$ cat src/rtl/sky130_fd_io__xres_pulse_gen.sv
`default_nettype none
// ============================================================================
// Module      : sky130_fd_io__xres_pulse_gen
// Description : Core-side driver for an external active-low open-drain reset
//               line (XRES pad). On request, it pulls the pad low for a fixed
//               number of cycles, which is wider than the receiver's filter
//               window. It then releases the pad and confirms the release
//               through a synchronised readback. A recovery gap follows before
//               the sequence is acknowledged. A line that fails to rise within
//               the timeout is flagged as stuck.
//
// Ports       : i_clk          single clock, all state on rising edge
//               i_reset_b      asynchronous active-low reset
//               i_req          level request for one reset pulse
//               o_ack          1-cycle pulse, sequence complete
//               o_busy         high in every state except IDLE
//               o_pad_drv_lo   1 = pull pad low (open-drain enable)
//               i_pad_in       asynchronous pad readback
//               o_stuck_err    sticky, line failed to rise in time
//               i_clr_err      clears o_stuck_err, leaves FAULT
//               o_ext_rst_det  1-cycle pulse, external low seen in IDLE
//
// Option      : SKY130_FD_IO_XRES_PULSE_GEN_EXT_DETECT_EN enables the
//               external-reset detector. When it is undefined, o_ext_rst_det
//               is tied low.
// Revision    : 1.0 - initial release
// ============================================================================
module sky130_fd_io__xres_pulse_gen #(
  parameter int PULSE_CYCLES   = 64,
  parameter int RECOVER_CYCLES = 32,
  parameter int STUCK_CYCLES   = 256,
  parameter int SYNC_STAGES    = 2,
  parameter int EXT_MIN_CYCLES = 8
) (
  input  logic i_clk,
  input  logic i_reset_b,
  input  logic i_req,
  output logic o_ack,
  output logic o_busy,
  output logic o_pad_drv_lo,
  input  logic i_pad_in,
  output logic o_stuck_err,
  input  logic i_clr_err,
  output logic o_ext_rst_det
);

  // One shared down-counter covers every timed interval, so it is sized
  // for the longest of them.
  localparam int c_MAX_A = (PULSE_CYCLES > RECOVER_CYCLES) ? PULSE_CYCLES : RECOVER_CYCLES;
  localparam int c_MAX_B = (STUCK_CYCLES > EXT_MIN_CYCLES) ? STUCK_CYCLES : EXT_MIN_CYCLES;
  localparam int c_MAX   = (c_MAX_A > c_MAX_B) ? c_MAX_A : c_MAX_B;
  localparam int c_CNT_W = $clog2(c_MAX + 1);

  localparam logic [c_CNT_W-1:0] c_PULSE_LD   = c_CNT_W'(PULSE_CYCLES - 1);
  localparam logic [c_CNT_W-1:0] c_RECOVER_LD = c_CNT_W'(RECOVER_CYCLES - 1);
  localparam logic [c_CNT_W-1:0] c_STUCK_LD   = c_CNT_W'(STUCK_CYCLES - 1);

  typedef enum logic [2:0] {
    S_IDLE    = 3'd0,
    S_ASSERT  = 3'd1,
    S_RELEASE = 3'd2,
    S_RECOVER = 3'd3,
    S_FAULT   = 3'd4
  } state_t;

  state_t               r_state;
  logic [c_CNT_W-1:0]   r_cnt;
  logic                 r_pad_drv_lo;
  logic                 r_ack;
  logic                 r_busy;
  logic                 r_stuck_err;
  logic [SYNC_STAGES-1:0] r_sync;
  logic                 w_pad_s;

  // The synchroniser resets to 1 so that a released line is assumed, and no
  // false low is seen straight out of reset.
  always_ff @(posedge i_clk or negedge i_reset_b) begin
    if (!i_reset_b) begin
      r_sync <= '1;
    end else begin
      r_sync <= {r_sync[SYNC_STAGES-2:0], i_pad_in};
    end
  end

  assign w_pad_s = r_sync[SYNC_STAGES-1];

  always_ff @(posedge i_clk or negedge i_reset_b) begin
    if (!i_reset_b) begin
      r_state      <= S_IDLE;
      r_cnt        <= '0;
      r_pad_drv_lo <= 1'b0;
      r_ack        <= 1'b0;
      r_busy       <= 1'b0;
      r_stuck_err  <= 1'b0;
    end else begin
      r_ack <= 1'b0;
      // A clear outside FAULT only drops the flag. A timeout on the same edge
      // is written later in this block, so the timeout takes priority.
      if (i_clr_err && (r_state != S_FAULT)) begin
        r_stuck_err <= 1'b0;
      end
      case (r_state)
        S_IDLE: begin
          if (i_req) begin
            r_state      <= S_ASSERT;
            r_cnt        <= c_PULSE_LD;
            r_pad_drv_lo <= 1'b1;
            r_busy       <= 1'b1;
          end
        end
        S_ASSERT: begin
          if (r_cnt == '0) begin
            r_state      <= S_RELEASE;
            r_cnt        <= c_STUCK_LD;
            r_pad_drv_lo <= 1'b0;
          end else begin
            r_cnt <= r_cnt - c_CNT_W'(1);
          end
        end
        S_RELEASE: begin
          if (w_pad_s) begin
            r_state <= S_RECOVER;
            r_cnt   <= c_RECOVER_LD;
            // A one-cycle recovery makes its first cycle also its last.
            r_ack   <= (RECOVER_CYCLES == 1);
          end else if (r_cnt == '0) begin
            r_state     <= S_FAULT;
            r_stuck_err <= 1'b1;
          end else begin
            r_cnt <= r_cnt - c_CNT_W'(1);
          end
        end
        S_RECOVER: begin
          // ACK is high during the final recovery cycle. BUSY drops on the
          // following cycle, which is also the first cycle in which a held
          // REQ is sampled again.
          if (r_cnt == '0) begin
            r_state <= S_IDLE;
            r_busy  <= 1'b0;
          end else begin
            r_cnt <= r_cnt - c_CNT_W'(1);
            r_ack <= (r_cnt == c_CNT_W'(1));
          end
        end
        S_FAULT: begin
          if (i_clr_err) begin
            r_state     <= S_IDLE;
            r_busy      <= 1'b0;
            r_stuck_err <= 1'b0;
          end
        end
        default: begin
          r_state      <= S_IDLE;
          r_pad_drv_lo <= 1'b0;
          r_busy       <= 1'b0;
        end
      endcase
    end
  end

  assign o_ack        = r_ack;
  assign o_busy       = r_busy;
  assign o_pad_drv_lo = r_pad_drv_lo;
  assign o_stuck_err  = r_stuck_err;

`ifdef SKY130_FD_IO_XRES_PULSE_GEN_EXT_DETECT_EN
  localparam logic [c_CNT_W-1:0] c_EXT_LD = c_CNT_W'(EXT_MIN_CYCLES - 1);

  logic [c_CNT_W-1:0] r_ext_cnt;
  logic               r_ext_fired;
  logic               r_ext_rst_det;

  // Counts consecutive low samples in IDLE only, so our own pulses can never
  // trigger it. r_ext_fired limits the flag to one pulse per low episode,
  // and it re-arms once the line is seen high.
  always_ff @(posedge i_clk or negedge i_reset_b) begin
    if (!i_reset_b) begin
      r_ext_cnt     <= '0;
      r_ext_fired   <= 1'b0;
      r_ext_rst_det <= 1'b0;
    end else begin
      r_ext_rst_det <= 1'b0;
      if (w_pad_s) begin
        r_ext_cnt   <= '0;
        r_ext_fired <= 1'b0;
      end else if (r_state != S_IDLE) begin
        r_ext_cnt <= '0;
      end else if (!r_ext_fired) begin
        if (r_ext_cnt == c_EXT_LD) begin
          r_ext_rst_det <= 1'b1;
          r_ext_fired   <= 1'b1;
        end else begin
          r_ext_cnt <= r_ext_cnt + c_CNT_W'(1);
        end
      end
    end
  end

  assign o_ext_rst_det = r_ext_rst_det;
`else
  assign o_ext_rst_det = 1'b0;
`endif

endmodule
`default_nettype wire
$ cat config.mk
export PLATFORM = sky130hd
export DESIGN_NAME = sky130_fd_io__xres_pulse_gen
export DESIGN_NICKNAME = d
export VERILOG_FILES = /design/src/rtl/sky130_fd_io__xres_pulse_gen.sv
export SDC_FILE = /design/constraint.sdc
export NUM_CORES = 1
export LEC_CHECK = 0
export ABC_AREA = 1
export BUFFER_PORTS_ARGS = -buffer_cell sky130_fd_sc_hd__buf_2
export CORE_MARGIN = 2
export CORE_UTILIZATION = 51
export DETAILED_ROUTE_END_ITERATION = 6
export GPL_TIMING_DRIVEN = 0
export PLACE_DENSITY = 0.82
export SLEW_MARGIN = 10
export SYNTH_ARGS = -nofsm -noshare
export SYNTH_HDL_FRONTEND = slang
export SYNTH_SLANG_ARGS = --single-unit
export TNS_END_PERCENT = 5
$ cat constraint.sdc
create_clock -name i_clk -period 1.5 [get_ports i_clk]
set_input_delay 0.3 -clock i_clk [delete_from_list [all_inputs] [get_ports i_clk]]
set_output_delay 0.3 -clock i_clk [all_outputs]
set_load 0.01 [all_outputs]
# Word level (Yosys, flattened, before mapping)

Cells that the tools add are included.

Flip-flop bits (word level): 18
Input bits: 5
Output and inout bits: 5
Logic and storage cells: 55

$add $sub $neg: 1
Equal/unequal tests: 11
Mux-type cells: 24
Bitwise gates (word level): 2
Reduce and logical (&&, ||, !) cells: 10

Operators with widths:

| kind                                                                  | count |
|---|---|
| 9-bit 2-to-1 mux                                                      | 4 |
| 9-bit one-hot mux with 4 select lines                                 | 1 |
| 3-bit 2-to-1 mux                                                      | 6 |
| 3-bit one-hot mux with 5 select lines                                 | 1 |
| 9-bit by 1-bit equality test with 1-bit output, second input constant | 1 |
| 9-bit logical NOT                                                     | 1 |
| 1-bit 2-to-1 mux                                                      | 9 |
| 9-bit by 1-bit subtractor with 9-bit output, second input constant    | 1 |
| 2-bit != test, second input constant                                  | 4 |
| 3-bit by 2-bit equality test with 1-bit output, second input constant | 2 |
| 3-bit != test, second input constant                                  | 2 |
| 5-bit AND reduction                                                   | 1 |
| 1-bit one-hot mux with 4 select lines                                 | 1 |
| 4-bit AND reduction                                                   | 1 |
| 4-bit nonzero test                                                    | 1 |
| 3-bit by 1-bit equality test with 1-bit output, second input constant | 1 |
| 3-bit equality test, second input constant                            | 1 |
| 3-bit logical NOT                                                     | 1 |
| 1-bit one-hot mux with 3 select lines                                 | 1 |
| 3-bit AND reduction                                                   | 1 |
| 3-bit OR reduction                                                    | 1 |
| 1-bit NOT                                                             | 2 |
| 1-bit one-hot mux with 2 select lines                                 | 1 |
| 2-bit AND reduction                                                   | 1 |
| 2 further kinds                                                       | 2 |

# Logic depth before layout (Yosys ltp)

Gate-level depths: netlist (run 1).

Depth after elaboration: 6
Gate-level depth with buffers: 9
Gate-level depth less buffers: 9

# Worst setup path before layout (run 1)

Ideal clock, no wire load.

Path kind: register to register
From: register r_cnt[0]
To: register r_cnt[0]
Setup time: 133 ps
Arrival time: 1461 ps
Required time: 1367 ps
Slack: -93 ps
Cell stages (with the launch flop): 9
Path buffers: 0
Clock period less this slack: 1593 ps
Cell sequence: dfrtp_1 -> inv_1 -> ha_1 -> nand2_2 -> nor2_4 -> nand2_4 -> ha_1 -> o21ai_0 -> o21ai_0

Longest elaborated chain between the ends: 4
Elaborated cells between the ends (all ways): 6
Those cells by class: add/sub: 1; mux: 4; reduce/logical: 1

Ends and longest elaborated chain:

| element                                                                          | RTL line | text |
|---|---|---|
| start: declaration                                                               | 67       | `logic [c_CNT_W-1:0] r_cnt;` |
| start signal: assignment                                                         | 106      | `r_cnt <= c_PULSE_LD;` |
| start signal: assignment                                                         | 114      | `r_cnt <= c_STUCK_LD;` |
| start signal: assignment                                                         | 117      | `r_cnt <= r_cnt - c_CNT_W'(1);` |
| 9-bit by 1-bit subtractor with 9-bit output or 9-bit logical NOT (tied branches) | n/a      |  |
| 9-bit 2-to-1 mux                                                                 | 126, 137 |  |
| 9-bit 2-to-1 mux                                                                 | 121      | `if (w_pad_s) begin` |
| 9-bit one-hot mux with 4 select lines *                                          | 102      | `case (r_state)` |

Every way passes the cells marked *; elsewhere a longest branch is shown, timed or not.
A chain may end at the register's enable or synchronous reset.

# Final worst setup path (run 1)

From: register r_cnt[2]
To: register r_cnt[0]

Longest elaborated chain between the ends: 4
Elaborated cells between the ends (all ways): 5
Those cells by class: mux: 4; reduce/logical: 1

Ends and longest elaborated chain:

| element                                 | RTL line |
|---|---|
| 9-bit logical NOT *                     | 112, 126, 137 |
| 9-bit 2-to-1 mux (2 in a row)           | n/a |
| 9-bit one-hot mux with 4 select lines * | 102 |

Marks and branches as above.

==> results of run 1 <==
-- routing by layer --
layer	wire length (µm)	vias up
met3	135	10
met2	1251	46
met4	59	0
li1	-	508
met1	1099	483
met5	0	-
-- layout by cell type (no fill, tap or decap), types with 2 or more instances in the layout --
cell                       Yosys  routed
sky130_fd_sc_hd__a21oi_1       3       3
sky130_fd_sc_hd__buf_2         0       8
sky130_fd_sc_hd__buf_4         1       9
sky130_fd_sc_hd__clkbuf_4      0       3
sky130_fd_sc_hd__dfrtp_1      16      14
sky130_fd_sc_hd__dfrtp_2       0       2
sky130_fd_sc_hd__dfstp_2       2       2
sky130_fd_sc_hd__ha_1          3       2
sky130_fd_sc_hd__inv_1        14      12
sky130_fd_sc_hd__inv_2         3       5
sky130_fd_sc_hd__nand2_1      41      40
sky130_fd_sc_hd__nand2_2       3       2
sky130_fd_sc_hd__nand2_4       1       3
sky130_fd_sc_hd__nand3_1      16      16
sky130_fd_sc_hd__nand3b_1      2       2
sky130_fd_sc_hd__nand4_1       4       4
sky130_fd_sc_hd__nor2_1       16      14
sky130_fd_sc_hd__nor2_4        2       4
sky130_fd_sc_hd__o211ai_1      2       2
sky130_fd_sc_hd__o21ai_0       5       3
sky130_fd_sc_hd__o21ai_1       2       4
sky130_fd_sc_hd__xnor2_1       2       2
-- worst max-delay path, delay by kind of cell (launching register included) --
family / cells / cell delay (ns)
adder cells (fa/ha/maj): 1 / 0.28
AND/OR/NAND/NOR: 4 / 0.45
flip-flops: 1 / 0.45
AO/OA/AOI/OAI: 2 / 0.18
-- area by class of cell --
| type | count | area (µm²) | area share |
|---|---|---|---|
| tap | 27 | 33.78 | 0.02557 |
| multi-input combinational | 108 | 603.1 | 0.4564 |
| buffer | 1 | 7.507 | 0.005682 |
| inverter | 17 | 63.81 | 0.04830 |
| timing repair buffer | 18 | 121.4 | 0.09186 |
| sequential | 18 | 455.4 | 0.3447 |
| clock buffer | 4 | 36.28 | 0.02746 |
-- worst paths after layout --
kind | slack, ns | endpoint
setup / recovery | 0.03 | r_cnt[0]$_DFFE_PN0P_
hold / removal | 0.09 | r_sync[0]$_DFF_PN1_
setup reg to reg | 0.03 | r_cnt[0]$_DFFE_PN0P_
hold reg to reg | 0.36 | r_sync[1]$_DFF_PN1_
max in group asynchronous | 0.74 | r_sync[0]$_DFF_PN1_
min in group asynchronous | 0.44 | r_cnt[8]$_DFFE_PN0P_
-- kinds of logic (layout without fill, tap and decap cells) --
family | after synthesis | in the layout | synth area share
xor gates and xnor gates | 2 | 2 | 0.01623
other | 1 | 1 | 0.003473
and+or+nand+nor | 87 | 87 | 0.3685
buffers and inverters | 18 | 40 | 0.06605
AOI/OAI and AO/OA | 15 | 15 | 0.09154
adders and majority gates | 3 | 3 | 0.03477
DFF | 18 | 18 | 0.4195
-- power groups by stage --
stage	Combinational [mW]	Sequential (mW)	Clock, mW
3_3_place_gp	0.0212	0.502	0
3_5_place_dp	0.0223	0.502	0
2_1_floorplan	0.00634	0.501	0
5_1_grt	0.0282	0.493	0.330
6_report	0.0236	0.493	0.305
4_1_cts	0.0240	0.493	0.309
-- metrics by stage --
| stage | hold slack (ns) | cell area, µm² | total power [mW] |
|---|---|---|---|
| finish | 0.09212 | 1321 | 0.8218 |
| global route | 0.07715 | 1321 | 0.8515 |
| CTS | 0.08475 | 1282 | 0.8254 |
| detailed placement | 0.2540 | 1171 | 0.5243 |
| global placement | 0.2443 | 1171 | 0.5230 |
| floorplan | 0.004409 | 1097 | 0.5077 |
-- state kept, by name (all words and copies together) (netlist names) --
signal	flops
o_stuck_err	1
r_state	3
r_cnt	9
r_sync	2
o_busy	1
o_pad_drv_lo	1
o_ack	1
-- what timing repair did --
action,in CTS,in global routing
gates resized for setup,4,9
endpoints found under the hold margin,16,0
endpoints found under the setup margin,1,11
hold buffers,1,0
pin swaps,3,1
buffers inserted,8,1
==> impl_results.rst, run 1 <==
.. list-table::
   :header-rows: 1

   * - Metric
     - Value
   * - Status
     - complete, no violations
   * - Number of buffers between clock root and the deepest sink
     - 2
   * - Number of warnings reported in the yosys synthesis log
     - 0
   * - Worst hold path cell count
     - 1
   * - Total power divided by cell area
     - between 600 and 700 mW/mm²
   * - Worst-path clk slew
     - around 0.10 ns
   * - Placement Setup Slack
     - -0.1466 ns
   * - Worst path required time
     - 1.68 ns
   * - HPWL after DPL
     - between 1500 and 2000 µm
   * - Count of mapped cells out of synthesis
     - 144
   * - Placed cells
     - around 180
   * - Global-route track usage on met3
     - 0.03939
   * - Clock tree from TritonCTS
     - done
   * - Setup TNS after final layout
     - 0 ns
   * - Static Leak
     - ~0.69 nW
   * - RSZ-0062 raised after global routing
     - yes
   * - Design internal power
     - between 0.6 and 0.7 mW
   * - Maximum capacitance violations
     - 0
   * - Cell types occupying the most area after synthesis
     - sky130_fd_sc_hd__dfrtp_1 37%, sky130_fd_sc_hd__nand2_1 14%, sky130_fd_sc_hd__nand3_1 7.4%, sky130_fd_sc_hd__nor2_1 5.6%, sky130_fd_sc_hd__dfstp_2 4.9%
   * - Combinational share of power
     - 0.029
   * - Worst reg-to-reg path cell count
     - 7
   * - Count of H-tree levels built during CTS
     - 1
   * - Initial DRC Count
     - 61
   * - Die boundary height
     - 50.02 µm
   * - Startpoint of the tightest hold check path
     - i_pad_in
   * - Switching power total
     - ~0.18 mW
   * - Synth cell count leaders
     - 41 x sky130_fd_sc_hd__nand2_1, 16 x sky130_fd_sc_hd__dfrtp_1, 16 x sky130_fd_sc_hd__nand3_1, 16 x sky130_fd_sc_hd__nor2_1, 14 x sky130_fd_sc_hd__inv_1
   * - Area delta synth->final
     - 22.36%
   * - Width of the chip
     - roughly 50 µm
   * - Switching portion of total power
     - 0.2133
   * - Pin count of the biggest net entering global routing
     - 19
   * - Tightest Pin Transition
     - 0.5726 ns
   * - Via count
     - around 1000
   * - Number of search-and-repair iterations in the first detailed-routing pass
     - 4
   * - Routing usage on met2
     - 0.3882
   * - Effective utilization at floorplan
     - 0.5448
   * - Most numerous cell in the Yosys netlist
     - sky130_fd_sc_hd__nand2_1
   * - Net count of the finished layout
     - 175
   * - Maximum fanout count along the critical path
     - 4
   * - Proportion of register bits with asynchronous set or reset after synthesis
     - 1.000
   * - Worst Path Arrival
     - 1.66 ns
   * - Launch instance of the worst register-to-register path
     - r_cnt[2]$_DFFE_PN0P_
   * - Main synth FF type
     - sky130_fd_sc_hd__dfrtp_1
   * - GR Util met1
     - 0.2769
   * - Via count of the first global-routing pass
     - 968
   * - Number of distinct library cell variants in the gate-level netlist after synthesis
     - 24
   * - Sequential fraction of design power
     - 0.600
   * - Max Fclk
     - 678.9 MHz
   * - Master of the slowest instance on the critical path
     - sky130_fd_sc_hd__dfrtp_1
   * - Most used routing layer in global routing
     - met2
   * - Antenna violations before repair
     - 0
   * - Worst min path class
     - in -> reg
   * - CP max stage delay
     - 0.45 ns
   * - Normalized max-slew margin
     - 0.6153
   * - Final Non-Filler Cells
     - a little under 200
   * - Ant diodes
     - 0
   * - Count of input and output buffers
     - 8
   * - Synthesized flop and latch total
     - 18
   * - Critical path type
     - reg -> reg
   * - Floorplan core area
     - around 0.002 mm²
   * - Wire length of the first global-routing pass
     - 4195 µm
   * - Combined global-route utilization of all metal layers
     - 0.2238
   * - Filler cell count in the final layout
     - 160
   * - Number of top-level pins
     - 10
   * - Final critical-path share of the clock period
     - 0.9820
   * - Final RePlAce weighted congestion
     - between 0.8 and 0.9
   * - Insertion delay of the later-clocked pin in the worst-skew pair
     - roughly 0.30 ns
   * - Proportion of synthesized chip area in sequential cells
     - 0.4195
   * - Post-detailed-route DRC marker count
     - 0
   * - Final critical-path required period
     - 1.473 ns
   * - Clock root buffer
     - sky130_fd_sc_hd__clkbuf_4
   * - CP Launch Point
     - r_cnt[2]$_DFFE_PN0P_
   * - Final count of negative-setup-slack endpoints
     - 0
   * - Net count of the mapped netlist
     - 152
   * - Total length of routed wires
     - 2545 µm
   * - Fin util
     - 0.6667
   * - Overflow left after global routing
     - 0
   * - Final count of pins violating max slew
     - 0
   * - Avg Cell Area, Syn
     - ~7.5 µm²
   * - Worst-case clock skew
     - 0.005259 ns
   * - Count of antenna-violating nets left after detailed routing
     - 0
   * - Die Footprint
     - approximately 0.0025 mm²
   * - Area leader, netlist
     - sky130_fd_sc_hd__dfrtp_1
   * - Share of cells above drive strength 1
     - 0.2711
   * - Number of CTS-inserted buffers
     - 3
   * - Nature of the critical path startpoint
     - flip-flop
   * - Number of enable-type register cells in the synthesized netlist
     - 0
   * - Final Hold Vio Count
     - 0
   * - Worst Setup End Kind
     - flip-flop
   * - Clk pwr share
     - 0.372
   * - Post-detailed-route via-to-cell ratio
     - approximately 5.4
   * - Top-area cell type share of the netlist area
     - 0.3708
   * - Site row count
     - 16
   * - Routed len/inst
     - between 10 and 15 µm
   * - Peak VDD IR
     - 444.8 µV
   * - Setup ws final
     - about 0.027 ns
   * - Total clock sinks
     - 18
   * - Total standard cell area after synthesis
     - 0.001080 mm²
   * - Sequence of cells on the critical path
     - nor2_4 > nand2_4 > nor2_4 > nand2_4 > ha_1 > o21ai_1 > o21ai_1
No activity file was read; power rests on OpenSTA's default activity.
==> inputs of run 2 (changes only) <==
Settings changed: CELL_PAD_IN_SITES_DETAIL_PLACEMENT from default to 1, CELL_PAD_IN_SITES_GLOBAL_PLACEMENT from default to 1, CORE_UTILIZATION 51 to 38, PLACE_DENSITY 0.82 to 0.83.
==> impl_results.rst, run 2 (same netlist as run 1, synthesis figures left out) <==
.. list-table::
   :header-rows: 1

   * - Metric
     - Value
   * - Sequential fraction of design power
     - 0.647
   * - Number of top-level pins
     - 10
   * - Clock tree from TritonCTS
     - done
   * - Wire length of the first global-routing pass
     - just over 5000 µm
   * - Total length of routed wires
     - roughly 3200 µm
   * - Area delta synth->final
     - 29.08%
   * - Initial DRC Count
     - slightly above 40
   * - Critical path type
     - reg -> reg
   * - Final Hold Vio Count
     - 0
   * - Worst Setup End Kind
     - flip-flop
   * - Die boundary height
     - between 50 and 60 µm
   * - Number of search-and-repair iterations in the first detailed-routing pass
     - 4
   * - Insertion delay of the later-clocked pin in the worst-skew pair
     - 0.30 ns
   * - Number of flip-flops in the largest register
     - 9
   * - Most common library cell in the layout ignoring fill and taps
     - sky130_fd_sc_hd__nand2_1
   * - Post-detailed-route DRC marker count
     - 0
   * - Status
     - complete, no violations
   * - Final RePlAce weighted congestion
     - around 0.8
   * - Clock root buffer
     - sky130_fd_sc_hd__clkbuf_4
   * - Peak VDD IR
     - between 300 and 400 µV
   * - Routed len/inst
     - ~16 µm
   * - Number of CTS-inserted buffers
     - 3
   * - Count of antenna-violating nets left after detailed routing
     - 0
   * - Post-route design area
     - around 0.0014 mm²
   * - Antenna violations before repair
     - 0
   * - Filler cell count in the final layout
     - 350
   * - Worst Path Arrival
     - ~1.6 ns
   * - RSZ-0062 raised after global routing
     - yes
   * - Pin count of the biggest net entering global routing
     - 19
   * - Die Footprint
     - about 0.0033 mm²
   * - Switching portion of total power
     - 0.2223
   * - Floorplan core area
     - 0.002734 mm²
   * - Count of H-tree levels built during CTS
     - 1
   * - Max Fclk
     - approximately 700 MHz
   * - Nature of the critical path startpoint
     - flip-flop
   * - R2r setup slk
     - 0.07 ns
   * - Total cell area at the placement stage
     - 0.001176 mm²
   * - Total Power
     - approximately 0.76 mW
   * - Number of buffers between clock root and the deepest sink
     - 2
   * - Combinational share of power
     - 0.032
   * - Net count of the finished layout
     - around 180
   * - Worst path required time
     - 1.70 ns
   * - Overflow left after global routing
     - 0
   * - Post-detailed-route via-to-cell ratio
     - between 5 and 6
   * - Worst-case clock skew
     - ~0.0042 ns
   * - Maximum capacitance violations
     - 0
   * - Static Leak
     - a little over 0.7 nW
   * - Share of cells above drive strength 1
     - 0.3392
   * - Effective utilization at floorplan
     - 0.3950
   * - Design internal power
     - between 0.5 and 0.6 mW
   * - Setup ws final
     - 0.07496 ns
   * - Final count of negative-setup-slack endpoints
     - 0
   * - Combined global-route utilization of all metal layers
     - 0.2006
   * - Worst min path class
     - in -> reg
   * - Total clock sinks
     - 18
   * - Placement Setup Slack
     - -0.1406 ns
   * - HPWL after DPL
     - between 2000 and 2500 µm
   * - Area occupied by multi-input gates
     - ~640 µm²
   * - Site row count
     - 19
   * - Worst-path clk slew
     - approximately 0.10 ns
   * - Switching power total
     - 0.1693 mW
   * - Register bank with the most flops
     - r_cnt
   * - Ant diodes
     - 0
   * - Maximum fanout count along the critical path
     - 8
   * - Via count
     - about 1100
   * - Clk pwr share
     - 0.321
   * - Total power divided by cell area
     - between 500 and 600 mW/mm²
   * - Final count of pins violating max slew
     - 0
   * - Width of the chip
     - about 57 µm
   * - Largest registers ranked by flip-flop count
     - r_cnt (9), r_state (3), r_sync (2)
   * - Final critical-path share of the clock period
     - 0.9500
   * - Top library cells by usage in the layout, fill and taps aside
     - 38 x sky130_fd_sc_hd__nand2_1, 16 x sky130_fd_sc_hd__nand3_1, 15 x sky130_fd_sc_hd__buf_4, 15 x sky130_fd_sc_hd__dfrtp_1, 12 x sky130_fd_sc_hd__inv_1
   * - Via count of the first global-routing pass
     - between 1000 and 1500
   * - Count of input and output buffers
     - 8
   * - Register area
     - approximately 450 µm²
   * - Final critical-path required period
     - 1.425 ns
run 2: cell count changes in the layout (fill, tap and decap cells not counted), sizes merged:
cell | before | now
clkbuf | 4 | 3
buf | 18 | 24
run 2: layout make-up:
type                    instances  area share
plain buffers                   1    0.005386
clock buffers                   3     0.01616
inverters                      17     0.04578
multi-input cells             108      0.4596
flip-flops and latches         18      0.3259
well taps                      31     0.02783
repair buffers                 24      0.1194
run 2: worst max-delay path: stages (launching register included):
cell and delay [ns]:
sky130_fd_sc_hd__dfrtp_1 0.40, sky130_fd_sc_hd__inv_2 0.09, sky130_fd_sc_hd__ha_4 0.16, sky130_fd_sc_hd__nand2_4 0.08, sky130_fd_sc_hd__nor2_4 0.12, sky130_fd_sc_hd__nand2_4 0.08, sky130_fd_sc_hd__buf_6 0.15, sky130_fd_sc_hd__nand2_4 0.07
sky130_fd_sc_hd__nand3b_1 0.08, sky130_fd_sc_hd__nand2_1 0.07, sky130_fd_sc_hd__nand2_1 0.04
run 2: timing repair:
action,in CTS,in global routing
hold buffers,1,0
setup endpoints to repair,3,11
gates resized for setup,6,17
setup buffers,11,4
pin swaps,2,4
endpoints found under the hold margin,16,0
run 2: power by group through the flow:
| stage | Clock [mW] | Sequential (mW) | Combinational [mW] |
|---|---|---|---|
| 6_report | 0.245 | 0.493 | 0.0241 |
| 5_1_grt | 0.271 | 0.493 | 0.0274 |
| 4_1_cts | 0.252 | 0.493 | 0.0246 |
| 3_5_place_dp | 0 | 0.502 | 0.0223 |
| 3_3_place_gp | 0 | 0.502 | 0.0219 |
| 2_1_floorplan | 0 | 0.501 | 0.00634 |
run 2: worst paths after layout:
path,startpoint,to,cells past startpoint
min in group asynchronous,i_reset_b,r_cnt[6]$_DFFE_PN0P_,2
max reg2reg,r_cnt[0]$_DFFE_PN0P_,o_busy$_DFFE_PN0P_,10
min,i_pad_in,r_sync[0]$_DFF_PN1_,1
max in group asynchronous,i_reset_b,r_sync[1]$_DFF_PN1_,2
max,r_cnt[0]$_DFFE_PN0P_,o_busy$_DFFE_PN0P_,10
min reg2reg,r_sync[0]$_DFF_PN1_,r_sync[1]$_DFF_PN1_,0
run 2: routing by layer:
metal | share of wire | global-route usage
met1 | 0.44 | 0.2314
met5 | 0 | 0
met4 | 0.025 | 0.08306
met3 | 0.029 | 0.02494
met2 | 0.51 | 0.3711
run 2: through the flow:
step | hold WS (ns) | utilization | setup TNS, ns | instances
finish | 0.08872 | 0.5098 | 0 | 202
CTS | 0.08551 | 0.4760 | 0 | 198
global route | 0.08587 | 0.5098 | -0.05490 | 202
global placement | 0.2525 | 0.4302 | -0.1141 | 183
floorplan | 0.004409 | - | 0 | 144
detailed placement | 0.2558 | 0.4302 | -0.1495 | 183
